`src/rtl/reaction_session_ctrl.sv`:
```
// Reaction-timer session sequencer: 1 ms timebase, pseudo-random prep delay,
// BCD reaction measurement, false-start/timeout handling and best-time tracking.
module reaction_session_ctrl #(
  parameter int unsigned TICK_DIV    = 100000,
  parameter int unsigned NUM_TRIALS  = 5,
  parameter int unsigned PREP_MIN_MS = 1000
) (
  input  logic        clk,
  input  logic        reset,
  input  logic        start_btn,
  input  logic        resp_btn,
  output logic        stim_led,
  output logic        busy,
  output logic [2:0]  state,
  output logic [2:0]  trial_idx,
  output logic [15:0] result_bcd,
  output logic [15:0] best_bcd,
  output logic        result_valid,
  output logic        false_start,
  output logic        session_done
);

  typedef enum logic [2:0] {
    S_IDLE   = 3'd0,
    S_PREP   = 3'd1,
    S_STIM   = 3'd2,
    S_RESULT = 3'd3,
    S_FAULT  = 3'd4,
    S_DONE   = 3'd5
  } state_t;

  localparam int unsigned   TW        = (TICK_DIV > 1) ? $clog2(TICK_DIV) : 1;
  localparam logic [TW-1:0] TICK_LAST = TW'(TICK_DIV - 1);
  localparam logic [15:0]   BCD_MAX   = 16'h9999;

  state_t        r_state;
  logic [2:0]    r_flags;  // {busy, stim_led, session_done}, registered with the state
  logic [2:0]    r_trial;
  logic [15:0]   r_lfsr;
  logic [15:0]   r_prep_ms;
  logic [15:0]   r_bcd;
  logic [15:0]   r_result;
  logic [15:0]   r_best;
  logic [TW-1:0] r_tick_cnt;
  logic          r_start_q;
  logic          r_resp_q;
  logic          r_result_valid;
  logic          r_false_start;

  logic          w_tick;
  logic          w_start_rise;
  logic          w_resp_rise;
  logic [15:0]   w_prep_load;
  logic [15:0]   w_bcd_inc;

  function automatic logic [2:0] flags_of(input state_t s);
    return {(s == S_PREP) || (s == S_STIM) || (s == S_RESULT) || (s == S_FAULT),
            (s == S_STIM), (s == S_DONE)};
  endfunction

  function automatic logic [15:0] bcd_inc(input logic [15:0] v);
    logic [15:0] r;
    logic        c;
    r = v;
    c = 1'b1;
    for (int unsigned d = 0; d < 4; d++) begin
      if (c) begin
        if (v[4*d +: 4] == 4'd9) begin
          r[4*d +: 4] = 4'd0;
        end else begin
          r[4*d +: 4] = v[4*d +: 4] + 4'd1;
          c = 1'b0;
        end
      end
    end
    return r;
  endfunction

  assign w_tick       = (r_tick_cnt == TICK_LAST);
  assign w_start_rise = start_btn & ~r_start_q;
  assign w_resp_rise  = resp_btn & ~r_resp_q;
  assign w_prep_load  = 16'(PREP_MIN_MS) + {5'd0, r_lfsr[10:0]};
  assign w_bcd_inc    = bcd_inc(r_bcd);

  // Galois LFSR, taps 0xB400, plus the button edge-detect stage
  always_ff @(posedge clk or negedge reset) begin
    if (!reset) begin
      r_lfsr    <= 16'hACE1;
      r_start_q <= 1'b0;
      r_resp_q  <= 1'b0;
    end else begin
      r_lfsr    <= {1'b0, r_lfsr[15:1]} ^ (r_lfsr[0] ? 16'hB400 : 16'h0000);
      r_start_q <= start_btn;
      r_resp_q  <= resp_btn;
    end
  end

  always_ff @(posedge clk or negedge reset) begin
    if (!reset) begin
      r_state        <= S_IDLE;
      r_flags        <= '0;
      r_trial        <= '0;
      r_prep_ms      <= '0;
      r_bcd          <= '0;
      r_result       <= '0;
      r_best         <= BCD_MAX;
      r_tick_cnt     <= '0;
      r_result_valid <= 1'b0;
      r_false_start  <= 1'b0;
    end else begin
      r_result_valid <= 1'b0;
      r_false_start  <= 1'b0;
      r_tick_cnt     <= w_tick ? '0 : r_tick_cnt + TW'(1);
      case (r_state)
        S_IDLE, S_DONE: begin
          if (w_start_rise) begin
            r_trial    <= '0;
            r_best     <= BCD_MAX;
            r_prep_ms  <= w_prep_load;
            r_tick_cnt <= '0;
            r_state    <= S_PREP;
            r_flags    <= flags_of(S_PREP);
          end
        end
        S_PREP: begin
          if (w_resp_rise) begin
            r_false_start <= 1'b1;
            r_state       <= S_FAULT;
            r_flags       <= flags_of(S_FAULT);
          end else if (w_tick) begin
            if (r_prep_ms == 16'd1) begin
              r_bcd      <= '0;
              r_tick_cnt <= '0;
              r_state    <= S_STIM;
              r_flags    <= flags_of(S_STIM);
            end else begin
              r_prep_ms <= r_prep_ms - 16'd1;
            end
          end
        end
        S_STIM: begin
          // a timeout can only fire at 9999, so r_bcd is the latched value in both exits
          if (w_resp_rise || (w_tick && (r_bcd == BCD_MAX))) begin
            r_result       <= r_bcd;
            r_result_valid <= 1'b1;
            r_trial        <= r_trial + 3'd1;
            if (r_bcd < r_best) r_best <= r_bcd;
            r_state <= S_RESULT;
            r_flags <= flags_of(S_RESULT);
          end else if (w_tick) begin
            r_bcd <= w_bcd_inc;
          end
        end
        S_RESULT: begin
          if (!resp_btn) begin
            if (r_trial == 3'(NUM_TRIALS)) begin
              r_state <= S_DONE;
              r_flags <= flags_of(S_DONE);
            end else begin
              r_prep_ms  <= w_prep_load;
              r_tick_cnt <= '0;
              r_state    <= S_PREP;
              r_flags    <= flags_of(S_PREP);
            end
          end
        end
        S_FAULT: begin
          if (!resp_btn) begin
            r_prep_ms  <= w_prep_load;
            r_tick_cnt <= '0;
            r_state    <= S_PREP;
            r_flags    <= flags_of(S_PREP);
          end
        end
        default: begin
          r_state <= S_IDLE;
          r_flags <= flags_of(S_IDLE);
        end
      endcase
    end
  end

  assign state        = r_state;
  assign busy         = r_flags[2];
  assign stim_led     = r_flags[1];
  assign session_done = r_flags[0];
  assign trial_idx    = r_trial;
  assign result_bcd   = r_result;
  assign best_bcd     = r_best;
  assign result_valid = r_result_valid;
  assign false_start  = r_false_start;

endmodule

```
`config.mk`:
```
export PLATFORM = sky130hd
export DESIGN_NAME = reaction_session_ctrl
export DESIGN_NICKNAME = d
export VERILOG_FILES = /design/src/rtl/reaction_session_ctrl.sv
export SDC_FILE = /design/constraint.sdc
export NUM_CORES = 1
export LEC_CHECK = 0
export ABC_AREA = 0
export ABC_CLOCK_PERIOD_IN_PS = 6450
export BUFFER_PORTS_ARGS = -buffer_cell sky130_fd_sc_hd__buf_2
export CAP_MARGIN = 15
export CORE_ASPECT_RATIO = 0.9
export CORE_MARGIN = 3
export CORE_UTILIZATION = 60
export CTS_BUF_LIST = sky130_fd_sc_hd__clkbuf_4 sky130_fd_sc_hd__clkbuf_8
export CTS_CLUSTER_DIAMETER = 60
export DETAILED_ROUTE_END_ITERATION = 8
export PLACE_DENSITY = 0.89
export SKIP_CTS_REPAIR_TIMING = 1
export SLEW_MARGIN = 30
export SYNTH_ARGS = -nofsm -noshare
export SYNTH_HDL_FRONTEND = slang
export SYNTH_SLANG_ARGS = --single-unit
```
`constraint.sdc`:
```
create_clock -name clk -period 6.45 [get_ports clk]
set_input_delay 0.3225 -clock clk [delete_from_list [all_inputs] [get_ports clk]]
set_output_delay 0.3225 -clock clk [all_outputs]
set_load 0.01 [all_outputs]
```
### Word-level counts from Yosys, hierarchy flattened

Index checks and enable logic that the tools add are counted.

* word-level logic and storage cells: 141
* bits in latches: 0
* input port bits: 4
* register bits: 110
* bits in writable memories: 0
* memories kept: 0
* output and inout port bits: 43
* memory bits (read-only): 0

* bitwise operators: 5
* order comparisons: 1
* $mul: 0
* muxes and demuxes: 65
* add/subtract/negate cells: 8
* div/mod/pow operators: 0
* eq/ne operators: 30
* reductions and logical operators: 16
* shift operators: 0

Operators with widths (count)
* 16-bit 2-to-1 mux: 16
* 17-bit 2-to-1 mux: 8
* 17-bit one-hot mux with 4 select lines: 1
* 16-bit one-hot mux with 2 select lines: 2
* 16-bit one-hot mux with 4 select lines: 1
* 3-bit 2-to-1 mux: 18
* 2-bit != test (second input constant): 15
* 3-bit one-hot mux with 5 select lines: 2
* 4-bit 2-to-1 mux: 7
* 7-bit AND reduction: 3
* 17-bit by 1-bit adder with 17-bit output (second input constant): 1
* 17-bit equality test (second input constant): 1
* 4-bit by 1-bit adder with 4-bit output (second input constant): 4
* 16-bit by 1-bit equality test with 1-bit output (second input constant): 1
* 16-bit equality test (second input constant): 1
* 4-bit equality test (second input constant): 4
* 16-bit < comparator: 1
* 16-bit by 1-bit subtractor with 16-bit output (second input constant): 1
* 15-bit by 16-bit bitwise XOR with 16-bit output: 1
* 10-bit by 11-bit adder with 12-bit output (first input constant): 1
* 6-bit AND reduction: 2
* 3-bit equality test (second input constant): 3
* 1-bit 2-to-1 mux: 9
* 8-bit AND reduction: 1
* other kinds (16): 21

### Depth between registers and ports, before layout

* depth in word-level cells: 8
* depth in mapped cells: 10
* mapped depth without buffers: 9

### Worst setup path before layout

No wires, ideal clock.

* path kind: flip-flop to flip-flop
* start: reg r_tick_cnt[5]
* end: reg r_prep_ms[13]
* period minus slack after synthesis: 2.687 ns
* setup time: 0.079 ns
* arrival time: 2.608 ns
* path buffers: 0
* setup slack: 3.763 ns
* cell stages (with the launch flop): 7
* data required time: 6.371 ns
* cells stage by stage: dfrtp_1 -> or4b_4 -> or4_4 -> a311oi_4 -> o21ai_4 -> or4_1 -> a21oi_1

* cells in the longest elaborated chain, start to end: 3

RTL lines
* from (decl): line 44 `logic [TW-1:0] r_tick_cnt;`
* from (signal assigned): line 113 `r_tick_cnt <= w_tick ? '0 : r_tick_cnt + TW'(1);`
* 17-bit equality test: line 79 `assign w_tick = (r_tick_cnt == TICK_LAST);`
* 2-bit != test (no line)
* 8-bit AND reduction (no line)
* to (signal assigned): line 119 `r_prep_ms <= w_prep_load;`
* to (signal assigned): line 137 `r_prep_ms <= r_prep_ms - 16'd1;`
* to (signal assigned): line 160 `r_prep_ms <= w_prep_load;`
* to (decl): line 40 `logic [15:0] r_prep_ms;`

Every way passes these cells.
A chain may end at the register's enable or synchronous reset.

### Worst setup path in the final report

* start: reg r_tick_cnt[5]
* end: reg r_trial[2] (netlist: trial_idx[2])

* cells in the longest elaborated chain, start to end: 5

RTL lines
* 17-bit equality test: line 79
* 1-bit logical AND: line 143 `if (w_resp_rise || (w_tick && (r_bcd == BCD_MAX))) begin`
* 1-bit logical OR: line 143
* 2-bit != test (no line)
* 3-bit AND reduction (no line)
* to (signal assigned): line 146 `r_trial <= r_trial + 3'd1;`
* to (decl): line 38 `logic [2:0] r_trial;`

Every way passes these cells.

==> metrics.md <==
| Metric | Value |
|---|---|
| Status | complete, no violations |
| Fin. max-slew vios | 0 |
| Setup slack, reg-to-reg | 3150 ps |
| Post-synth top area share | 41.73% |
| Fraction of registers with async set/reset | 100.0% |
| Ys flop type | dfrtp_1 |
| Share of layout cells above drive strength 1 | 14.33% |
| Initial antenna violation count | 0 |
| Clock-pin slew on the worst setup and hold paths | 110 ps |
| Worst VDD drop | 169.8 uV |
| Inst Count DP | 737 |
| DR vias/cell | 6.336 |
| Design Area, Final | 6171 um^2 |
| # rows | 32 |
| Max-cap violations | 0 |
| Mapped Area | 5637 um^2 |
| Core ar. | 8848 um^2 |
| Worst Min Path Start | start_btn |
| Num CTS Buffers | 9 |
| DIE HEIGHT | 97.95 um |
| Mean area per synthesized cell | 9.635 um^2 |
| Worst Setup Start Kind | register |
| Post-Syn Nets | 618 |
| Clk buf depth | 2 |
| Period utilization | 51.13% |
| Final hold violations | 0 |
| Pre-CTS setup slack | 3240 ps |
| Slew headroom | 35.47% |
| Unrepaired setup endpoints after global routing | no |
| Post-synth top cells | 94 x dfrtp_1, 82 x nand2_1, 44 x nor2_1 |
| Initial Util | 63.70% |
| Detailed-route DRC error count | 0 |
| Worst-Margin Slew | 968.0 ps |
| Pwr per Cell Area | 271.2 nW/um^2 |
| Total Wirelength | 13380 um |
| Final ANT Viol Nets | 0 |
| Setup ws final | 3152 ps |
| Gpl congestion | 0.8773 |
| F_max | 303.2 MHz |
| Most common cell on crit path | nand2_1 |
| Filler Cell Count | 660 |
| Vias in the first global route | 4689 |
| I/O pin total | 47 |
| Max Clock Skew | 16.19 ps |
| TritonRoute pass-1 iters | 5 |
| CTS sink count | 110 |
| Hold Slack | 81.89 ps |
| Hold endpoint | r_start_q |
| Die W | 108.2 um |
| Crit. End Element | register |
| Library cells used by synthesis | 58 |
| Final setup violation count | 0 |
| Fin crit period | 3298 ps |
| Total Nets Final | 663 |
| Seq/Total Area, Yosys | 49.19% |
| Yosys warning count | 0 |
| Total number of vias | 4777 |
| # H-tree levels | 3 |
| Reg2Reg Depth | 7 |
| Critical path fanouts, max | 29 |
| Wire per inst | 17.75 um |
| Critical path's slowest cell | nor4_1 |
| Yosys top cell by area | dfrtp_1 |
| RR Startpoint | r_tick_cnt[5] |
| Critical Path Max Stage Delay | 620 ps |
| Cells along the critical path | or4b_4 > nor4_1 > a21o_1 > nand2_1 > clkinv_1 > nand2_1 > mux2i_1 |
| First-pass GRT wire length | 22580 um |
| Final HPWL from detailed placement | 9444 um |
| Gate Count Post-Synth | 585 |
| R2r endpoint | trial_idx[2] |
| Crit path DAT | 3560 ps |
| Top-count cell post-synth | dfrtp_1 |
| TNS Setup | 0 ps |
| Die ar. | 10590 um^2 |
| Tightest Hold Check Type | in -> reg |
| Min-Delay Path Depth | 1 |
| Final std cells w/o fill | 754 |
| Post-synthesis register bit count | 110 |
| Initial DRC count | 409 |
| CTS tree | yes |
| Top post-synthesis cells by area | dfrtp_1 42%, dfstp_2 7.5%, ha_1 6.4% |
| GR Util All Layers | 26.34% |
| Global route overflow | 0 |
| Worst EP required | 6710 ps |
| Synth-to-Final Area Change | 9.478% |
| Insertion delay to the later sink of the worst-skew pair | 370 ps |
| Post-synth EDFFs | 0 |
| N_diodes | 0 |
| IO Port Bufs | 46 |
| Root Driver | clkbuf_8 |
| Largest net degree at the start of global routing | 69 |
| DP Area | 5976 um^2 |
| Leak | 3.009 nW |
| CP Class | reg -> reg |
[sequential cells by signal, summed over array words and instances (netlist names)]
signal / cells
r_tick_cnt: 17
best_bcd: 16
r_bcd: 16
r_lfsr: 16
r_prep_ms: 16
result_bcd: 16
r_flags: 3
state: 3
trial_idx: 3
false_start: 1
r_resp_q: 1
r_start_q: 1
result_valid: 1
[layer usage]
layer | vias to the layer above | track usage (%) | share of wire (%)
met5 | - | 0 | 0
met4 | 0 | 10.29 | 2.9
met3 | 39 | 4.362 | 6.9
met2 | 233 | 43.40 | 50
met1 | 2335 | 34.94 | 40
li1 | 2170 | - | -
[worst max-delay path by stage]
stage / from / end / slack [ps] / cells past startpoint
6_report: r_tick_cnt[5] / trial_idx[2] / 3150 / 7
5_1_grt: r_tick_cnt[5] / trial_idx[2] / 2970 / 7
4_1_cts: r_tick_cnt[5] / trial_idx[2] / 3220 / 7
3_5_place_dp: r_tick_cnt[5] / trial_idx[2] / 3240 / 7
3_3_place_gp: r_tick_cnt[5] / trial_idx[2] / 3430 / 7
2_1_floorplan: r_tick_cnt[5] / r_prep_ms[13] / 3760 / 6
[metrics by stage]
stage,util (%),total power [mW]
floorplan,-,1.144
CTS,69.54,1.664
detailed placement,67.53,1.272
global placement,67.53,1.248
global route,69.74,1.763
finish,69.74,1.674
[power by group]
part / leakage [nW] / internal [mW] / total [mW] / switching [mW]
Sequential: 1.41 / 0.741 / 0.812 / 0.0705
Clock: 0.0948 / 0.146 / 0.392 / 0.246
Combinational: 1.50 / 0.161 / 0.470 / 0.309
Total: 3.01 / 1.05 / 1.67 / 0.626
[area by class of cell]
cell class                      count  area [um^2]  area share (%)
Clock buffer                        9        123.9           2.007
Sequential cell                   110         2773           44.93
Multi-Input combinational cell    427         2690           43.59
Tap cell                          119        148.9           2.413
Clock inverter                      7        53.80          0.8719
Inverter                           33        123.9           2.007
Timing Repair Buffer               49        257.7           4.177
[kinds of logic (layout without fill, tap and decap cells)]
| group | Yosys count | count (layout) | share of synthesized area, % |
|---|---|---|---|
| and+or+nand+nor | 237 | 237 | 20.67 |
| AOI/OAI and AO/OA | 124 | 124 | 14.45 |
| DFF | 110 | 110 | 49.19 |
| buffers and inverters | 48 | 98 | 3.219 |
| adders and majority gates | 29 | 29 | 6.437 |
| xor gates and xnor gates | 26 | 26 | 4.040 |
| muxes | 11 | 11 | 1.998 |
[worst max-delay path: cells and delay by family (launching register included)]
kind            cells  cell delay (ps)
simple gates        4             1870
buf+inv             1              400
mux                 1              120
compound gates      1              340
flops               1              470
[cells in the final DEF (no fill, tap or decap), types with 8 or more instances in the layout]
master	synthesis	layout
inv_1	32	32
nand4_1	9	9
o21ai_0	42	42
nand2_1	82	82
clkbuf_8	0	9
nor3_1	22	22
or4_1	10	10
a21oi_1	21	21
a21o_1	14	14
xnor2_1	8	8
nor2_1	44	44
ha_1	29	29
buf_2	1	45
dfrtp_1	94	94
xor2_1	18	18
mux2i_1	9	9
dfstp_2	16	16
nand3_1	26	26
Power figures use the tool's default switching activity.
